`src/rtl/id_stage_v.sv`:
```
// id_stage_v: RV32I decode stage with register file, load-use stall and ID/EX register.
// Ports: clk, reset (sync, active-low); is_valid/pc/instr/is_flush from fetch;
//   ex_mem_read/ex_rd from EX; wb_we/wb_rd/wb_data register-file write port;
//   is_stall (comb) to fetch; id_* registered ID/EX bundle.
// Macro ID_BYPASS_EN: write-first operand read from the writeback port.
module id_stage_v #(
    parameter logic [31:0] NOP_INSTR = 32'h00000013
) (
    input  logic        clk,
    input  logic        reset,
    input  logic        is_valid,
    input  logic [31:0] pc,
    input  logic [31:0] instr,
    input  logic        is_flush,
    input  logic        ex_mem_read,
    input  logic [4:0]  ex_rd,
    input  logic        wb_we,
    input  logic [4:0]  wb_rd,
    input  logic [31:0] wb_data,
    output logic        is_stall,
    output logic        id_valid,
    output logic [31:0] id_pc,
    output logic [31:0] id_instr,
    output logic [31:0] id_rs1_data,
    output logic [31:0] id_rs2_data,
    output logic [31:0] id_imm,
    output logic [4:0]  id_rs1,
    output logic [4:0]  id_rs2,
    output logic [4:0]  id_rd,
    output logic [2:0]  id_funct3,
    output logic [6:0]  id_funct7,
    output logic [6:0]  id_opcode,
    output logic        id_reg_write,
    output logic        id_mem_read,
    output logic        id_mem_write,
    output logic        id_alu_src,
    output logic        id_branch,
    output logic        id_jump,
    output logic        id_illegal
);

    localparam logic [6:0] OP_R     = 7'h33;
    localparam logic [6:0] OP_IALU  = 7'h13;
    localparam logic [6:0] OP_LOAD  = 7'h03;
    localparam logic [6:0] OP_STORE = 7'h23;
    localparam logic [6:0] OP_BR    = 7'h63;
    localparam logic [6:0] OP_JAL   = 7'h6F;
    localparam logic [6:0] OP_JALR  = 7'h67;
    localparam logic [6:0] OP_LUI   = 7'h37;
    localparam logic [6:0] OP_AUIPC = 7'h17;

    logic [31:0] r_rf [32];

    logic [6:0]  w_opcode;
    logic [4:0]  w_rs1;
    logic [4:0]  w_rs2;
    logic [31:0] w_imm;
    logic        w_rw, w_mr, w_mw, w_as, w_br, w_jp, w_ill;
    logic        w_use1, w_use2;
    logic        w_bubble;
    logic [31:0] w_rs1_data;
    logic [31:0] w_rs2_data;

    assign w_opcode = instr[6:0];
    assign w_rs1    = instr[19:15];
    assign w_rs2    = instr[24:20];

    always_comb begin
        w_imm  = '0;
        w_rw   = 1'b0;
        w_mr   = 1'b0;
        w_mw   = 1'b0;
        w_as   = 1'b0;
        w_br   = 1'b0;
        w_jp   = 1'b0;
        w_ill  = 1'b0;
        w_use1 = 1'b0;
        w_use2 = 1'b0;
        case (w_opcode)
            OP_R: begin
                w_rw = 1'b1; w_use1 = 1'b1; w_use2 = 1'b1;
            end
            OP_IALU: begin
                w_rw = 1'b1; w_as = 1'b1; w_use1 = 1'b1;
                w_imm = {{20{instr[31]}}, instr[31:20]};
            end
            OP_LOAD: begin
                w_rw = 1'b1; w_mr = 1'b1; w_as = 1'b1; w_use1 = 1'b1;
                w_imm = {{20{instr[31]}}, instr[31:20]};
            end
            OP_STORE: begin
                w_mw = 1'b1; w_as = 1'b1; w_use1 = 1'b1; w_use2 = 1'b1;
                w_imm = {{20{instr[31]}}, instr[31:25], instr[11:7]};
            end
            OP_BR: begin
                w_br = 1'b1; w_use1 = 1'b1; w_use2 = 1'b1;
                w_imm = {{19{instr[31]}}, instr[31], instr[7],
                         instr[30:25], instr[11:8], 1'b0};
            end
            OP_JAL: begin
                w_jp = 1'b1; w_rw = 1'b1;
                w_imm = {{11{instr[31]}}, instr[31], instr[19:12],
                         instr[20], instr[30:21], 1'b0};
            end
            OP_JALR: begin
                w_jp = 1'b1; w_rw = 1'b1; w_use1 = 1'b1;
                w_imm = {{20{instr[31]}}, instr[31:20]};
            end
            OP_LUI, OP_AUIPC: begin
                w_rw = 1'b1; w_as = 1'b1;
                w_imm = {instr[31:12], 12'b0};
            end
            default: w_ill = 1'b1;
        endcase
    end

    // Stall is purely a function of current inputs; no stall state is kept.
    assign is_stall = is_valid & ~is_flush & ex_mem_read & (ex_rd != 5'd0)
                    & ((w_use1 & (w_rs1 == ex_rd)) | (w_use2 & (w_rs2 == ex_rd)));

    assign w_bubble = ~is_valid | is_flush | is_stall;

`ifdef ID_BYPASS_EN
    // Write-first: a same-cycle writeback to the source wins over the array.
    assign w_rs1_data = (w_rs1 == 5'd0) ? 32'd0 :
                        (wb_we && wb_rd == w_rs1) ? wb_data : r_rf[w_rs1];
    assign w_rs2_data = (w_rs2 == 5'd0) ? 32'd0 :
                        (wb_we && wb_rd == w_rs2) ? wb_data : r_rf[w_rs2];
`else
    // Read-first: EX forwards the writeback value itself.
    assign w_rs1_data = (w_rs1 == 5'd0) ? 32'd0 : r_rf[w_rs1];
    assign w_rs2_data = (w_rs2 == 5'd0) ? 32'd0 : r_rf[w_rs2];
`endif

    always_ff @(posedge clk) begin
        if (!reset) begin
            for (int i = 0; i < 32; i++) r_rf[i] <= '0;
        end else if (wb_we && wb_rd != 5'd0) begin
            r_rf[wb_rd] <= wb_data;
        end
    end

    always_ff @(posedge clk) begin
        if (!reset || w_bubble) begin
            id_valid     <= 1'b0;
            id_pc        <= '0;
            id_instr     <= NOP_INSTR;
            id_rs1_data  <= '0;
            id_rs2_data  <= '0;
            id_imm       <= '0;
            id_rs1       <= '0;
            id_rs2       <= '0;
            id_rd        <= '0;
            id_funct3    <= '0;
            id_funct7    <= '0;
            id_opcode    <= '0;
            id_reg_write <= 1'b0;
            id_mem_read  <= 1'b0;
            id_mem_write <= 1'b0;
            id_alu_src   <= 1'b0;
            id_branch    <= 1'b0;
            id_jump      <= 1'b0;
            id_illegal   <= 1'b0;
        end else begin
            id_valid     <= 1'b1;
            id_pc        <= pc;
            id_instr     <= instr;
            id_rs1_data  <= w_rs1_data;
            id_rs2_data  <= w_rs2_data;
            id_imm       <= w_imm;
            id_rs1       <= w_rs1;
            id_rs2       <= w_rs2;
            id_rd        <= instr[11:7];
            id_funct3    <= instr[14:12];
            id_funct7    <= instr[31:25];
            id_opcode    <= w_opcode;
            id_reg_write <= w_rw;
            id_mem_read  <= w_mr;
            id_mem_write <= w_mw;
            id_alu_src   <= w_as;
            id_branch    <= w_br;
            id_jump      <= w_jp;
            id_illegal   <= w_ill;
        end
    end

endmodule

```
`config.mk`:
```
export PLATFORM = sky130hd
export DESIGN_NAME = id_stage_v
export DESIGN_NICKNAME = d
export VERILOG_FILES = /design/src/rtl/id_stage_v.sv
export SDC_FILE = /design/constraint.sdc
export NUM_CORES = 2
export LEC_CHECK = 0
export ABC_AREA = 1
export BUFFER_PORTS_ARGS = -buffer_cell sky130_fd_sc_hd__buf_2
export CELL_PAD_IN_SITES_DETAIL_PLACEMENT = 1
export CELL_PAD_IN_SITES_GLOBAL_PLACEMENT = 1
export CORE_AREA = 2 2 475 336
export DETAILED_ROUTE_END_ITERATION = 7
export DIE_AREA = 0 0 477 338
export PLACE_DENSITY_LB_ADDON = 0.3
export SYNTH_ARGS = -nofsm -noshare
export SYNTH_HDL_FRONTEND = slang
export SYNTH_SLANG_ARGS = --single-unit
```
`constraint.sdc`:
```
create_clock -name clk -period 7.1 [get_ports clk]
set_input_delay 2.13 -clock clk [delete_from_list [all_inputs] [get_ports clk]]
set_output_delay 2.13 -clock clk [all_outputs]
set_load 0.02 [all_outputs]
```
# Word level (Yosys, flattened, before mapping)
# Memories as Yosys holds them, arrays and structs flattened. A register that Yosys moved wholly into a read port is not among the register bits.
# Index checks and enable logic that the tools add are counted.
# totals
reg_bits	136
ramBits	1024
inputBits	112
output_inout_bits	201
word_cells	76
mem_count	1
# op_classes
n_eq_ne	11
muxes	18
bitwise	11
reduce_logical	18
# memory_table
memory	words	width	rd	rd_ports_with_merged_regs	write_ports	line	text
r_rf	32	32	2	2	32	52	logic [31:0] r_rf [32];
# op_table
op	n
$pmux 32 s5	1
$mux 32	1
$reduce_or 32->1	1
$eq 7x6->1 const B	3
$eq 7x7->1 const B	3
$mux 1	15
$eq 7x5->1 const B	2
$eq 5x5->1	2
$logic_not 5->1	2
$reduce_bool 5->1	2
$reduce_or 9->1	1
$reduce_or 2->1	4
$eq 7x2->1 const B	1
$reduce_or 7->1	1
$and 1x1->1	6
$reduce_or 3->1	2
$reduce_or 6->1	1
$mux 5	1
$reduce_or 5->1	1
$or 1x1->1	3
$not 1->1	2
$logic_and 1x1->1	1
$logic_not 1->1	1
$logic_or 1x1->1	1

# Longest topological paths before layout
# depth
word_depth	9
mapped_depth	14
depth_no_buf	12

# Worst setup path after synthesis
# No wires, ideal clock.
# synth_path
path_type	input to output
start	input instr[2]
end	output is_stall
t_arrival_ps	2990
required_time_ps	4970
path_slack_ps	1980
cell_stages	6
path_buffers	0
path_cell_list	inv_1 -> nor3_4 -> nand2_1 -> nand3b_1 -> nand3_4 -> inv_1
# synth_via
elab_chain_cells	6
word_cells_on_any_way	14
cone_classes	eq/ne (6); mux (2); bitwise (4); reduce/logical (2)
# synth_rtl
item	line	text
from (decl)	13	input logic [31:0] instr,
$eq 7x7->1 (tied with other cells)	79	case (w_opcode)
$reduce_or 6->1 (no line) or $reduce_or 3->1 (tied branches)	n/a	
$mux 1	79	
$and 1x1->1	119	& ((w_use1 & (w_rs1 == ex_rd)) | (w_use2 & (w_rs2 == ex_rd)));
$or 1x1->1 *	119	
$and 1x1->1 *	119	
to (decl)	20	output logic is_stall,
# Every way passes the cells marked *; elsewhere a longest branch is shown, timed or not.

# Final worst setup path
# layout_path
start	input is_flush
end	output is_stall
# layout_via
elab_chain_cells	5
# layout_rtl
item	line	text
from (decl)	14	input logic is_flush,
$not 1->1	118	assign is_stall = is_valid & ~is_flush & ex_mem_read & (ex_rd != 5'd0)
$and 1x1->1 (3 in a row)	118	
$and 1x1->1	119	
# No other way between the ends.

==> impl_summary.txt <==
----------------------------------------------------
[Status]
  Outcome ... finished, final reports clean

[Logic synthesis]
  Dominant cells by area after synthesis ... sky130_fd_sc_hd__edfxtp_1 49%, sky130_fd_sc_hd__nand2_1 9.2%, sky130_fd_sc_hd__nor2_1 9.0%
  Number of enable-type register cells in the synthesized netlist ... 1,024
  Count of different cell masters after synthesis ... 35
  Most common flop cell mapped by yosys ... sky130_fd_sc_hd__edfxtp_1
  Ys async rst share ... 0%
  Number of warnings printed during yosys synthesis ... 0
  Largest area contributor in the synthesized netlist ... sky130_fd_sc_hd__edfxtp_1
  Synthesized flop and latch total ... 1,195
  Fraction of post-synthesis cell area in the top cell type by area ... 49.3%
  Number of cells produced by synthesis ... 7,648
  Mean cell area of the mapped netlist ... 8.15 sq um
  Cell area after technology mapping ... ~62,000 sq um
  Sequential element share of the synthesized area ... between 50% and 60%

[GRT]
  Gr ovfl total ... 0
  Global router's overall resource usage ... 31.7%
  First-pass GRT wire length ... between 300,000 and 400,000 um
  Antenna violations before repair ... 11
  Number of global-route vias before repair ... 57,126
  Largest net degree at the start of global routing ... 236

[Placed design]
  Half-perimeter wire length of the detailed placement result ... 150,000 um
  Total cell area at the placement stage ... roughly 65,000 sq um
  Cell Count Post-Placement ... around 9,600
  Routability cong. ... 0.835
  Port-buffer cells ... 312
  Pre-CTS setup slack ... 1.34 ns

[STA]
  Final critical-path required period ... 5.75 ns
  RSZ-0062 raised after global routing ... false
  Worst slew margin relative to its limit ... 9.50%
  Highest attainable clock frequency ... 174 MHz
  Final clock period utilization by the worst path ... 80.9%
  Count of pins over their slew limit ... 0
  Slew at the pin closest to its max-slew limit ... roughly 1.4 ns
  Hold slack final ... 0.783 ns
  Setup Skew ... around 0.027 ns
  Total of endpoints with negative setup slack in the final report ... 0
  Least setup slack across all paths after layout ... 1.35 ns
  Accumulated negative setup slack ... 0 ns
  Final hold viol count ... 0

[Power and ir drop]
  Worst vdd ir ... 257 uV
  Total power ... 17.2 mW
  Power Dens Cells ... 247 nW/um^2
  Leakage power ... between 20 and 30 nW

[Detailed routing]
  Final WL ... 262,000 um
  WL/cell ... 26.7 um
  Number of violations reported at the end of detailed-routing iteration 0 ... roughly 7,400
  First drt pass iteration count ... 6
  Count of nets left with antenna violations after detail routing ... 0
  Via total after detailed routing ... between 50,000 and 60,000
  Residual DRC ... 0
  Average vias per placed instance ... 5.84

[Finish]
  Post-synthesis to final-layout area growth ... 11.4%
  Final net count ... 7,714
  Highest-count cells in the layout ignoring fill and taps ... 1,494 x sky130_fd_sc_hd__nor2_1, 1,467 x sky130_fd_sc_hd__nand2_1, 1,024 x sky130_fd_sc_hd__edfxtp_1
  Most frequent standard cell in the layout excluding fill and tap cells ... sky130_fd_sc_hd__nor2_1
  Layout Utilization ... 44.3%
  Post-route non-filler standard cell count ... 9,828
  Area of all placed cells without fillers ... 69,500 sq um
  Share of cells above drive strength 1 ... 9.70%
  Number of fill cells in the layout ... 18,775

[Min path]
  Type of the most critical hold path ... reg2reg
  Launch point of the worst hold path ... r_rf[12][28]

[Die]
  Die Area ... 161,000 sq um
  Width of the die ... 477 um
  Initial core utilization ... 39.8%
  Ports placed on the boundary ... 313
  Std-Cell Rows ... approximately 120
  Die extent in y ... 338 um
  Core footprint ... 157,000 sq um

[Clock network]
  CTS-repair resized insts ... 0
  # Post-CTS Setup Buffers ... 0
  Clock tree from TritonCTS ... yes
  Total CTS buffers ... ~130
  Skew-Pair Late Insertion Delay ... 0.81 ns
  CTS clock-pin slew for the worst setup and hold paths ... 0.06 ns
  Maximum clock path buffer count ... 3
  Level count of the clock H-tree ... 4
  Number of sinks on the clock net ... 1,195
  Root buffer cell ... sky130_fd_sc_hd__clkbuf_16
  Hold buffer count at cts ... 0

[Worst setup path]
  Critical R2R Launch ... r_rf[5][10]
  Crit. End Element ... output port
  WP data required ... about 5.0 ns
  Critical path start-end classification ... in2out
  Critical Path AT ... 3.62 ns
  CP startpoint ... is_flush
  Startpoint type of the worst setup path ... input pin
  Largest fanout of any net on the critical path ... 10

[Run]
  Max-Cap Viols ... 0

----------------------------------------------------
-- report_power, final --
| group | leakage, nW | switching (mW) | internal (mW) |
|---|---|---|---|
| registers | 11.1 | 0.155 | 7.97 |
| clock network | 2.09 | 3.07 | 3.86 |
| logic | 16.6 | 1.61 | 0.511 |
-- area by class of cell --
class	count	area [sq um]	area share [%]
clock inverters	66	467	0.672
diodes	7	17.5	0.0252
inverters	822	3110	4.48
well taps	2108	2640	3.80
clock buffers	179	3770	5.43
repair buffers	456	2780	4.00
flip-flops and latches	1195	34200	49.2
multi-input cells	4995	22500	32.4
-- registers in the layout (all words and copies together) (netlist names) --
| name | count |
|---|---|
| id_branch | 1 |
| id_mem_write | 1 |
| id_alu_src | 1 |
| id_instr | 32 |
| id_rs2_data | 32 |
| id_pc | 32 |
| id_mem_read | 1 |
| id_imm | 32 |
| id_jump | 1 |
| id_valid | 1 |
| id_reg_write | 1 |
| id_illegal | 1 |
| id_opcode | 3 |
| r_rf | 1024 |
| id_rs1_data | 32 |
-- cells in the mapped netlist, types with 37 or more instances --
master	instances
sky130_fd_sc_hd__nor2_1	1498
sky130_fd_sc_hd__buf_1	52
sky130_fd_sc_hd__o21ai_0	386
sky130_fd_sc_hd__edfxtp_1	1024
sky130_fd_sc_hd__buf_4	37
sky130_fd_sc_hd__inv_1	814
sky130_fd_sc_hd__buf_2	175
sky130_fd_sc_hd__a21oi_1	367
sky130_fd_sc_hd__o211ai_1	414
sky130_fd_sc_hd__nand3_1	723
sky130_fd_sc_hd__dfxtp_1	171
sky130_fd_sc_hd__nand2_1	1530
sky130_fd_sc_hd__clkbuf_1	396
-- path summary, 6_finish.rpt --
kind | end | slack, ns | cells past startpoint
setup / recovery | is_stall | 1.35 | 7
hold / removal | id_rs2_data[28] | 0.78 | 6
hold reg to reg | id_rs2_data[28] | 0.78 | 6
setup reg to reg | id_rs1_data[10] | 5.38 | 8
-- cells by family after synthesis --
logic type      synth area share, %
compound gates                 11.1
simple gates                   24.4
xor+xnor                     0.0843
buf+inv                        9.62
flops                          54.8
other cells                 0.00601
-- critical path: stages --
cell and delay [ns]:
sky130_fd_sc_hd__buf_2 0.09, sky130_fd_sc_hd__nor2_1 0.71, sky130_fd_sc_hd__nand3_1 0.15, sky130_fd_sc_hd__inv_1 0.13, sky130_fd_sc_hd__nand3_4 0.15, sky130_fd_sc_hd__inv_1 0.08, sky130_fd_sc_hd__buf_2 0.16
-- per-layer routing --
layer | global-route usage (%) | vias to the layer above | routed length [um]
met3 | 5.63 | 617 | 25600
li1 | - | 24943 | -
met5 | 0 | - | 0
met4 | 14.0 | 0 | 11400
met1 | 43.0 | 28753 | 108000
met2 | 49.8 | 3042 | 117000
Note: power is estimated with default switching activity, not from simulation.
